**src/rtl/mod_counter.sv**
```systemverilog
// Up/down modulo counter with parallel load, programmable limit and
// selectable wrap/saturate behaviour at the count boundaries.
module mod_counter #(
   parameter int WIDTH    = 8,
   parameter bit SATURATE = 1'b0
) (
   input  logic             clk,
   input  logic             rst,
   input  logic             enable,
   input  logic             direction,
   input  logic             load,
   input  logic [WIDTH-1:0] load_value,
   input  logic [WIDTH-1:0] limit,
   output logic [WIDTH-1:0] counter_out,
   output logic             tc,
   output logic             ovf
);

   localparam logic [WIDTH-1:0] ZERO = {WIDTH{1'b0}};
   localparam logic [WIDTH-1:0] ONE  = {{(WIDTH-1){1'b0}}, 1'b1};

   logic [WIDTH-1:0] count_r;
   logic             tc_r;
   logic             ovf_r;

   logic [WIDTH-1:0] next_count_s;
   logic             next_tc_s;
   logic             next_ovf_s;

   // Next-state selection: load beats enable; tc is a one-cycle pulse by default
   always_comb begin
      next_count_s = count_r;
      next_tc_s    = 1'b0;
      next_ovf_s   = ovf_r;
      if (load) begin
         next_count_s = load_value;
         next_ovf_s   = 1'b0;
      end else if (enable) begin
         if (direction) begin
            // Counts at or above the limit (e.g. after an over-range load) hit the boundary
            if (count_r < limit) begin
               next_count_s = count_r + ONE;
            end else begin
               next_count_s = SATURATE ? limit : ZERO;
               next_tc_s    = 1'b1;
               next_ovf_s   = 1'b1;
            end
         end else begin
            if (count_r != ZERO) begin
               next_count_s = count_r - ONE;
            end else begin
               next_count_s = SATURATE ? ZERO : limit;
               next_tc_s    = 1'b1;
               next_ovf_s   = 1'b1;
            end
         end
      end else begin
         next_count_s = count_r;
      end
   end

   // State registers with synchronous reset
   always_ff @(posedge clk) begin
      if (rst) begin
         count_r <= ZERO;
         tc_r    <= 1'b0;
         ovf_r   <= 1'b0;
      end else begin
         count_r <= next_count_s;
         tc_r    <= next_tc_s;
         ovf_r   <= next_ovf_s;
      end
   end

   assign counter_out = count_r;
   assign tc          = tc_r;
   assign ovf         = ovf_r;

endmodule

```
**config.mk**
```make
export PLATFORM = sky130hd
export DESIGN_NAME = mod_counter
export DESIGN_NICKNAME = d
export VERILOG_FILES = /design/src/rtl/mod_counter.sv
export SDC_FILE = /design/constraint.sdc
export NUM_CORES = 1
export LEC_CHECK = 0
export BUFFER_PORTS_ARGS = -buffer_cell sky130_fd_sc_hd__buf_2
export CAP_MARGIN = 10
export CORE_MARGIN = 5
export CORE_UTILIZATION = 50
export DETAILED_ROUTE_END_ITERATION = 10
export GPL_ROUTABILITY_DRIVEN = 0
export PLACE_DENSITY = 0.77
export SYNTH_ARGS = -nofsm -noshare
export SYNTH_HDL_FRONTEND = slang
export SYNTH_SLANG_ARGS = --single-unit
```
**constraint.sdc**
```tcl
create_clock -name clk -period 2.8 [get_ports clk]
set_input_delay 0 -clock clk [delete_from_list [all_inputs] [get_ports clk]]
set_output_delay 0 -clock clk [all_outputs]
set_load 0.01 [all_outputs]
```
## After elaboration in Yosys (flattened, before gate mapping)

Index checks and enable logic that the tools add are counted.

- Output and inout bits: 10
- Register bits: 10
- Word-level logic and storage cells: 25
- Input bits: 21

- $add $sub $neg: 2
- Reduce and logical (&&, ||, !) cells: 5
- Multiplexer cells: 11
- Bitwise operators: 1
- Magnitude comparators: 1
- Eq/ne operators: 2

Operators with widths:

| operator | number |
|---|---|
| 8-bit 2-to-1 mux | 5 |
| 8-bit by 1-bit adder with 8-bit output (second input constant) | 1 |
| 8-bit less-than comparator | 1 |
| 8-bit nonzero test | 1 |
| 8-bit by 1-bit subtractor with 8-bit output (second input constant) | 1 |
| 1-bit 2-to-1 mux | 6 |
| 2-bit inequality test (second input constant) | 2 |
| 3-bit AND reduction | 1 |
| 3-bit OR reduction | 1 |
| 2-bit nonzero test | 1 |
| 2-bit OR reduction | 1 |
| 1-bit inverter | 1 |

## Depth between registers and ports, before layout

Gate-level depths: netlist (run 1).

- Depth in word-level cells: 5
- Mapped depth: 9
- Depth with buffers taken out: 7

## Worst setup path before layout (run 1)

No wires, ideal clock.

- Kind: register -> register
- Start: register count_r[0] (netlist: counter_out[0])
- End: register count_r[1] (netlist: counter_out[1])
- Library setup time: 0.084 ns
- Required time: 2.716 ns
- Slack: 0.668 ns
- Stages on the path, launching flop included: 10
- Arrival: 2.048 ns
- Path through: dfxtp_1 clkbuf_1 inv_1 ha_1 or4b_4 or2_0 buf_6 a211oi_2 a21oi_1 o31ai_2

- Word-level cells in the longest chain between the ends: 5
- Elaborated cells on any way between the ends: 9

Ends and longest elaborated chain:

| item | RTL line | RTL |
|---|---|---|
| start, declared | 22 | `logic [WIDTH-1:0] count_r;` |
| start signal, assigned | 69 | `count_r <= next_count_s;` |
| 8-bit by 1-bit subtractor with 8-bit output, or another cell as far along | 50 | `next_count_s = count_r - ONE;` |
| 8-bit 2-to-1 mux (on tied branches) | 49, 41 |  |
| 8-bit 2-to-1 mux (*) | 39 | `if (direction) begin` |
| 8-bit 2-to-1 mux (*) | 38 | `end else if (enable) begin` |
| 8-bit 2-to-1 mux (*) | 35 | `if (load) begin` |

Mark *: on every way between the ends. The rest lies on a longest branch, timed or not. The select of a mux whose other input is x is not followed.
A chain may end at the register's enable or synchronous reset.

## Worst setup path after layout (run 1)

- Start: register count_r[2] (netlist: counter_out[2])
- End: register count_r[2] (netlist: counter_out[2])

Same word-level chain as after synthesis.

==> results.md, run 1 <==
* Status: finished clean
* Row count at 17
* # Post-CTS Setup Buffers at 0
* DR vias/cell at 5.66
* Residual DRC at 0
* F_max at between 0.4 and 0.5 GHz
* Grt ovf at 0
* Main flop type after synthesis: dfxtp_1
* Sequential element share of the synthesized area at 18.3%
* DIE AREA at 3220 sq um
* Initial antenna violation count at 0
* Worst Setup EP: counter_out[2]
* Synth warn at 0
* Final setup fails at 0
* Share of layout cells above drive strength 1 at 23.4%
* Setup_tns at 0 ns
* Routed Antenna Nets at 0
* Synthesized net count at 180
* First-iteration detailed-routing DRC count at 32
* Vias in the first global route at 1091
* Synth Instances at 149
* CTS sink count at 10
* Number of synthesized register bits at 10
* Share of the synthesized area in the top cell type at 18.3%
* Worst hold-check path type: input port to flip-flop
* Maxcap violations at 0
* Slowest-stage cell, CP: a2111oi_4
* Post-synth ARST share at 0%
* TritonCTS clock tree: yes
* # H-tree levels at 1
* Worst-Skew Late Latency at 0.27 ns
* Delay-heaviest family, CP: compound AO/OA/AOI/OAI gates
* Reg2Reg Setup Slack at roughly 0.35 ns
* Worst-Margin Slew at 0.637 ns
* Area Overhead vs Synth at 16.2%
* Port buffer count at 30
* Fin. max-slew vios at 0
* Fillcell total at 224
* Worst Setup Path Type: flip-flop to flip-flop
* Clk pin slew, worst setup/hold paths at ~0.070 ns
* Fin nets at 207
* R2R Path End: counter_out[2]
* DIE HEIGHT at 56.8 microns
* Period minus WS final at 2.45 ns
* Synth Area per Inst at 7.34 sq um
* Clk_skew at 0.000790 ns
* Cell Pwr Density at about 410 nW/um^2
* WL per Instance at 13.7 microns
* Final hold slack at 0.0351 ns
* Crit path buf inv count at 0
* DRT Pass-1 Iters at 4
* CTS Buffer Depth at 2
* Launch point of the worst reg-to-reg path: counter_out[2]
* Post_cts resized at 0
* Final Hold Vio Count at 0
* Top Ports at 31
* Max rail drop VDD at 323 uV
* Total track usage at between 10% and 20%
* Mapped cell area at 1090 sq um
* Critical Path Most Common Cell: a211oi_1
* Area contributors post-synth: dfxtp_1, ha_1, nor2_1
* Normalized max-slew margin at 57.5%
* Core box area at 2150 sq um
* Die W at about 57 microns
* Dpl hpwl at between 2 and 2.5 mm
* First-pass GRT wire length at between 4 and 5 mm
* Crit-path cells: ha_1 > a211oi_1 > o21ai_0 > a2111oi_4 > a21oi_1 > a211oi_1
* RSZ-0062 raised after global routing: false
* Worst path depth at 6
* Lkg Pwr at slightly above 0.6 nW
* Root buf cell: clkbuf_4
* TritonCTS buffer count at 3
* CP Launch Point: counter_out[2]
* Pin count of the biggest net entering global routing at 20
* Max Fanout on Critical Path at 11
* CP Launch Type: flip-flop
* WP data required at 2.98 ns
* Arr. time, crit path at around 2.6 ns
* CP max stage delay at 0.68 ns
* Final wirelength at 2.79 mm
* Ant diodes at 0
* Register-to-Register Path Depth at 6
* Final Cycle Share at 87.7%
* Setup crit end kind: flip-flop
* Distinct cells, synth at 38
* Via count at 1149
* Number of enable flip-flop cells after synthesis at 0
* Initial Util at 50.9%
* Area leader, netlist: dfxtp_1
[cell usage in the layout, fill, tap and decap left out, drive strengths merged, types with 2 or more instances in the layout]
cell / n
nor2b: 2
o21a: 2
nor3b: 2
inv: 12
xor2: 5
a21oi: 11
dfxtp: 10
ha: 10
a211oi: 8
o21ai: 4
nand2: 11
xnor2: 4
nor3: 7
buf: 31
nand2b: 2
nor2: 22
a31oi: 5
o31ai: 2
nand3: 2
clkbuf: 4
a211o: 2
o41ai: 2
or2: 2
nor4: 2
[per-layer routing]
metal	GRT usage, %	part of all wire (%)	vias up
met5	0	0	-
met3	4.83	8.6	0
met1	21.7	43	522
li1	-	-	580
met2	30.0	49	47
met4	3.97	0	0
[sequential cells by signal (all words and copies together) (netlist names)]
signal and cells:
ovf 1, counter_out 8, tc 1
[synth_stat cells (2+ instances only)]
cell type  number
xor2_1          5
a31oi_1         5
o21ai_0         4
a211o_1         2
xnor2_1         4
ha_1           10
a21oi_1        11
o21a_1          2
dfxtp_1        10
nor3_1          7
nor2_1         22
nand3_1         2
a211oi_2        2
inv_1          12
nor3b_1         2
nor2b_1         2
a211oi_1        6
nor4_1          2
nand2_1        11
clkbuf_1        6
nand2b_1        2
o41ai_1         2
buf_6           3
[layout make-up]
class / instances / area (sq um) / area share (%)
Inverter: 12 / 45.0 / 3.54
Clock buffer: 4 / 36.3 / 2.85
Tap cell: 28 / 35.0 / 2.76
Sequential cell: 10 / 200 / 15.7
Multi-Input combinational cell: 117 / 787 / 61.9
Timing Repair Buffer: 32 / 168 / 13.2
[worst reg2reg max path: stages, from the launching register on]
cell and delay, ns:
dfxtp_1 0.56, ha_1 0.32, a211oi_1 0.22, o21ai_0 0.17
a2111oi_4 0.68, a21oi_1 0.15, a211oi_1 0.26
[what timing repair did]
action                     4_1_cts  5_1_grt
hold endpoints to repair         1        0
hold buffers                     1        0
setup endpoints to repair        0        0
[worst min path at each step]
| stage | from | endpoint | slack [ns] | depth (start not counted) |
|---|---|---|---|---|
| 2_1_floorplan | load_value[1] | counter_out[1] | 0.16 | 2 |
| 5_1_grt | load_value[0] | counter_out[0] | 0.07 | 3 |
| 3_3_place_gp | load_value[1] | counter_out[1] | 0.25 | 3 |
| 4_1_cts | load_value[7] | counter_out[7] | 0.01 | 3 |
| 3_5_place_dp | load_value[1] | counter_out[1] | 0.27 | 3 |
| 6_report | load_value[7] | counter_out[7] | 0.04 | 3 |
[per-stage QoR]
step	total power, W	setup slack [ns]	util (%)	cell area [sq um]	instances
3_5_place_dp	0.000383	0.352	57.0	1220	198
6_report	0.000515	0.345	59.2	1270	203
2_1_floorplan	0.000334	0.668	-	1090	149
4_1_cts	0.000519	0.342	59.2	1270	203
5_1_grt	0.000553	0.0553	59.2	1270	203
3_3_place_gp	0.000376	0.459	57.0	1220	198
[report_power, final]
group          switching, W  total (W)  internal (W)
Sequential        0.0000244   0.000177      0.000153
Clock             0.0000550   0.000134     0.0000790
Combinational      0.000112   0.000204     0.0000924
Total              0.000191   0.000515      0.000324
[cells by family after synthesis]
kind of cell	share of synthesized area [%]
XOR/XNOR	7.21
buffers and inverters	9.72
multiplexers	0.915
AO/OA/AOI/OAI	28.0
flip-flops	18.3
AND/OR/NAND/NOR	24.4
adder cells (fa/ha/maj)	11.4
(Power assumes the default switching activity.)
==> run 2, diff against run 1 <==
==> constraint.sdc (replaced) <==
create_clock -name clk -period 2.8 [get_ports clk]
set_input_delay 0.14 -clock clk [delete_from_list [all_inputs] [get_ports clk]]
set_output_delay 0.14 -clock clk [all_outputs]
set_load 0.01 [all_outputs]
==> run 2 against run 1 <==
Critical path depth is the same; cell area shrank 0.79%; largest power group unchanged; sequential power is essentially flat; critical path type unchanged.
==> results.md, run 2 (same netlist as run 1, synthesis figures left out) <==
* # Post-CTS Setup Buffers at 0
* CTS Hold Buffers Added at 0
* DR vias/cell at 5.68
* DIE AREA at 3220 sq um
* Fin nets at roughly 210
* Slowest-stage cell, CP: a2111oi_4
* First-pass GRT wire length at about 4.6 mm
* Root buf cell: clkbuf_4
* TritonCTS clock tree: yes
* WL per Instance at 13.8 microns
* Top Ports at 31
* Reg2Reg Setup Slack at 0.34 ns
* Commonest non-fill, non-tap cell in the layout: buf_2
* Final wirelength at 2.78 mm
* Area Overhead vs Synth at 15.3%
* Row count at 17
* CP Launch Type: flip-flop
* RSZ-0062 raised after global routing: false
* Final setup fails at 0
* Routed Antenna Nets at 0
* Met3 wire length at 217 microns
* Register-to-Register Path Depth at 6
* Residual DRC at 0
* CTS Buffer Depth at 2
* Final Hold Vio Count at 0
* Setup crit end kind: flip-flop
* Period minus WS final at 2.46 ns
* Worst Hold Depth at 3
* Worst-Skew Late Latency at 0.27 ns
* First-iteration detailed-routing DRC count at 33
* Worst-Margin Slew at approximately 0.64 ns
* Status: finished clean
* Initial antenna violation count at 0
* Hold Crit Endpoint: counter_out[1]
* WP data required at 2.98 ns
* Post_cts resized at 0
* Cell Pwr Density at 408 nW/um^2
* Normalized max-slew margin at 57.0%
* Launch point of the worst reg-to-reg path: counter_out[2]
* Worst Setup Path Type: flip-flop to flip-flop
* Dpl hpwl at 2.22 mm
* CTS sink count at 10
* TritonCTS buffer count at 3
* Top Metal Used: met3
* Commonest cells after routing, fill and taps aside: buf_2, nor2_1, inv_1
* Worst hold-check path type: input port to flip-flop
* Setup_tns at 0 ns
* Grt ovf at 0
* Met1 WL at 1.19 mm
* Initial Util at 50.9%
* Pin count of the biggest net entering global routing at 20
* Vias in the first global route at 1085
* Critical Path Most Common Cell: a211oi_1
* DRT Pass-1 Iters at 4
* Via count at 1148
* Share of layout cells above drive strength 1 at 23.6%
* Core box area at ~2100 sq um
* Clk pin slew, worst setup/hold paths at 0.07 ns
* Largest register FFs at 8
* F_max at 0.406 GHz
* CP max stage delay at 0.69 ns
* Final Cycle Share at roughly nine tenths
* Max Fanout on Critical Path at 11
* DIE HEIGHT at 56.8 microns
* Lkg Pwr at 0.604 nW
* Ant diodes at 0
* Met2 Wirelength at around 1.4 mm
* Port buffer count at 30
* Hold_sp: load_value[1]
* Die W at 56.8 microns
* Total track usage at 17.5%
* Fin. max-slew vios at 0
* Final Util at roughly 59%
* Fillcell total at 223
* # H-tree levels at 1
* Crit-path cells: ha_1 > a211oi_1 > o21ai_0 > a2111oi_4 > a21oi_1 > a211oi_1
* Maxcap violations at 0
* Max rail drop VDD at between 300 and 400 uV
* Arr. time, crit path at 2.65 ns
* Clk_skew at 0.000756 ns
* R2R Path End: counter_out[2]
## run 2: cell types whose count changed in the layout (fill, tap and decap cells not counted), sizes merged
cell	delta
dlygate4sd3	-1
## run 2: cell type report
type / count / area, sq um / share of cell area, %
Tap cell: 28 / 35.0 / 2.78
Clock buffer: 4 / 36.3 / 2.88
Sequential cell: 10 / 200 / 15.9
Inverter: 12 / 45.0 / 3.57
Timing Repair Buffer: 31 / 158 / 12.5
Multi-Input combinational cell: 117 / 787 / 62.4
## run 2: per-layer routing
metal,vias up,track usage [%]
met5,-,0
met4,0,3.97
met3,0,4.83
met2,45,29.9
met1,526,21.7
li1,577,-
## run 2: worst max-delay path by stage
| stage | start | endpoint | slack [ns] |
|---|---|---|---|
| after global routing | counter_out[2] | counter_out[0] | 0.06 |
| final | counter_out[2] | counter_out[2] | 0.34 |
| after CTS | counter_out[2] | counter_out[0] | 0.34 |
| after detailed placement | counter_out[2] | counter_out[0] | 0.35 |
| after global placement | counter_out[2] | counter_out[0] | 0.46 |
| after floorplan | counter_out[0] | counter_out[1] | 0.67 |
## run 2: report_power, final
| part | internal (W) | total (W) | leakage [nW] | switching [W] |
|---|---|---|---|---|
| clock network | 0.0000790 | 0.000134 | 0.0210 | 0.0000548 |
| registers | 0.000153 | 0.000177 | 0.0824 | 0.0000245 |
| logic | 0.0000915 | 0.000203 | 0.500 | 0.000112 |
| total | 0.000323 | 0.000514 | 0.604 | 0.000191 |
## run 2: critical path, delay by kind of cell, from the launching register on
kind	cells	cell delay, ns
AO/OA/AOI/OAI	5	1.49
flip-flops	1	0.56
adder cells (fa/ha/maj)	1	0.32
## run 2: metrics by stage
| stage | instances | hold WS (ns) | worst slack (ns) | power, W | area [sq um] |
|---|---|---|---|---|---|
| 2_1_floorplan | 149 | 0.302 | 0.668 | 0.000334 | 1090 |
| 3_3_place_gp | 198 | 0.394 | 0.459 | 0.000376 | 1220 |
| 3_5_place_dp | 198 | 0.408 | 0.352 | 0.000383 | 1220 |
| 4_1_cts | 202 | 0.124 | 0.342 | 0.000518 | 1260 |
| 5_1_grt | 202 | 0.132 | 0.0553 | 0.000552 | 1260 |
| 6_report | 202 | 0.129 | 0.336 | 0.000514 | 1260 |
==> run 3, diff against run 2 <==
--- a/config.mk
+++ b/config.mk
@@ -7,6 +7,7 @@
 export LEC_CHECK = 0
 export BUFFER_PORTS_ARGS = -buffer_cell sky130_fd_sc_hd__buf_2
 export CAP_MARGIN = 10
+export CORE_ASPECT_RATIO = 0.8
 export CORE_MARGIN = 5
 export CORE_UTILIZATION = 50
 export DETAILED_ROUTE_END_ITERATION = 10
==> run 3 against run 2 <==
Critical path depth stayed put; register-to-register slack worse by 0.02 ns; non-clock buffer count stayed put; largest cell class unchanged; die area is 0.18% higher; first-iteration DRC count is 30% higher; sequential share of layout area is 0.22 points higher; clock-buffer cell count is 1 lower; routed wire length is 2.6% higher.
==> results.md, run 3 (same netlist as run 1, synthesis figures left out) <==
* Final total power at 0.000480 W
* Post_cts resized at 0
* DRT Pass-1 Iters at 4
* Initial antenna violation count at 0
* RSZ-0062 raised after global routing: false
* Status: finished clean
* Worst-Skew Late Latency at 0.26 ns
* Setup_tns at 0 ns
* # H-tree levels at 1
* CTS sink count at 10
* Area Overhead vs Synth at 13.7%
* Worst Hold Depth at 3
* Cell Pwr Density at 386 nW/um^2
* Vias in the first global route at 1092
* WL per Instance at 14.4 microns
* Worst hold-check path type: input port to flip-flop
* CP Launch Type: flip-flop
* Commonest cells after routing, fill and taps aside: buf_2, nor2_1, inv_1
* R2R Path End: counter_out[0]
* TritonCTS buffer count at 3
* WP data required at 2.97 ns
* Port buffer count at 30
* Top Ports at 31
* Normalized max-slew margin at 58.5%
* Share of layout cells above drive strength 1 at a little under a quarter
* Pin count of the biggest net entering global routing at 20
* Final Hold Vio Count at 0
* TritonCTS clock tree: yes
* Final std cells w/o fill at 198
* Reg2Reg Setup Slack at 0.32 ns
* Final Cycle Share at 88.7%
* Clk_skew at ~0.0034 ns
* Grt ovf at 0
* First-iteration detailed-routing DRC count at 43
* Fillcell total at 217
* First-pass GRT wire length at 4.84 mm
* Via count at approximately 1200
* Largest register FFs at 8
* Placed cells at 195
* Clk pin slew, worst setup/hold paths at 0.07 ns
* Launch point of the worst reg-to-reg path: counter_out[2]
* Arr. time, crit path at around 2.7 ns
* DIE HEIGHT at 51.8 microns
* Commonest non-fill, non-tap cell in the layout: buf_2
* # Post-CTS Setup Buffers at 0
* Root buf cell: clkbuf_4
* CTS Hold Buffers Added at 0
* CTS Buffer Depth at 2
* Period minus WS final at between 2 and 2.5 ns
* Pre-CTS WS at 0.344 ns
* Routed Antenna Nets at 0
* Fin nets at roughly 210
* Final wirelength at 2.85 mm
* Die W at 62.3 microns
* DR vias/cell at 5.81
* Total track usage at 18.4%
* DIE AREA at 3230 sq um
* Max rail drop VDD at 321 uV
* Maxcap violations at 0
* F_max at 0.403 GHz
* Hold Crit Endpoint: counter_out[1]
* Initial Util at roughly 52%
* Worst Setup Path Type: flip-flop to flip-flop
* Residual DRC at 0
* Setup crit end kind: flip-flop
* Register-to-Register Path Depth at 6
* Final WS setup at about 0.32 ns
* Dpl hpwl at 2.27 mm
* Fin. max-slew vios at 0
* Max Fanout on Critical Path at 11
* Final setup fails at 0
* Core box area at 2120 sq um
* Row count at 15
* Lkg Pwr at between 0.5 and 0.6 nW
* Worst-Margin Slew at 0.622 ns
* Hold_sp: load_value[1]
* Ant diodes at 0
run 3: cell count changes in the layout (fill, tap and decap cells not counted):
cell	before	now
clkbuf_8	1	0
run 3: worst max-delay path by stage:
stage	start	end	cells after the start	slack, ns
floorplan	counter_out[0]	counter_out[1]	9	0.67
global placement	counter_out[2]	counter_out[0]	6	0.51
detailed placement	counter_out[2]	counter_out[0]	6	0.34
CTS	counter_out[2]	counter_out[0]	6	0.33
global route	counter_out[2]	counter_out[3]	6	0.12
finish	counter_out[2]	counter_out[0]	6	0.32
run 3: worst max-delay path, cell delays in order (launching register included):
cell and delay (ns):
dfxtp_1 0.55, ha_1 0.32, a211oi_1 0.25, o21ai_0 0.18, a2111oi_4 0.67, o21ai_0 0.18
a211oi_1 0.23
run 3: cell type report:
type,instances,area [sq um],area share [%]
Clock buffer,3,22.5,1.81
Inverter,12,45.0,3.62
Multi-Input combinational cell,117,787,63.3
Sequential cell,10,200,16.1
Tap cell,25,31.3,2.52
Timing Repair Buffer,31,158,12.7
run 3: through the flow:
stage | cell area (sq um) | util [%] | hold slack, ns
global placement | 1220 | 57.6 | 0.393
global route | 1240 | 58.6 | 0.127
floorplan | 1090 | - | 0.302
detailed placement | 1220 | 57.6 | 0.406
finish | 1240 | 58.6 | 0.133
CTS | 1240 | 58.6 | 0.130
run 3: per-layer routing:
layer | GRT usage, % | share of wire [%]
met4 | 2.12 | 0
met2 | 32.9 | 46
met3 | 6.26 | 8.9
met1 | 22.0 | 45
met5 | 0 | 0
run 3: power by group:
group	leakage, nW	internal (W)	switching (W)
Clock	0.0138	0.0000497	0.0000491
Sequential	0.0824	0.000153	0.0000244
Combinational	0.500	0.0000912	0.000113
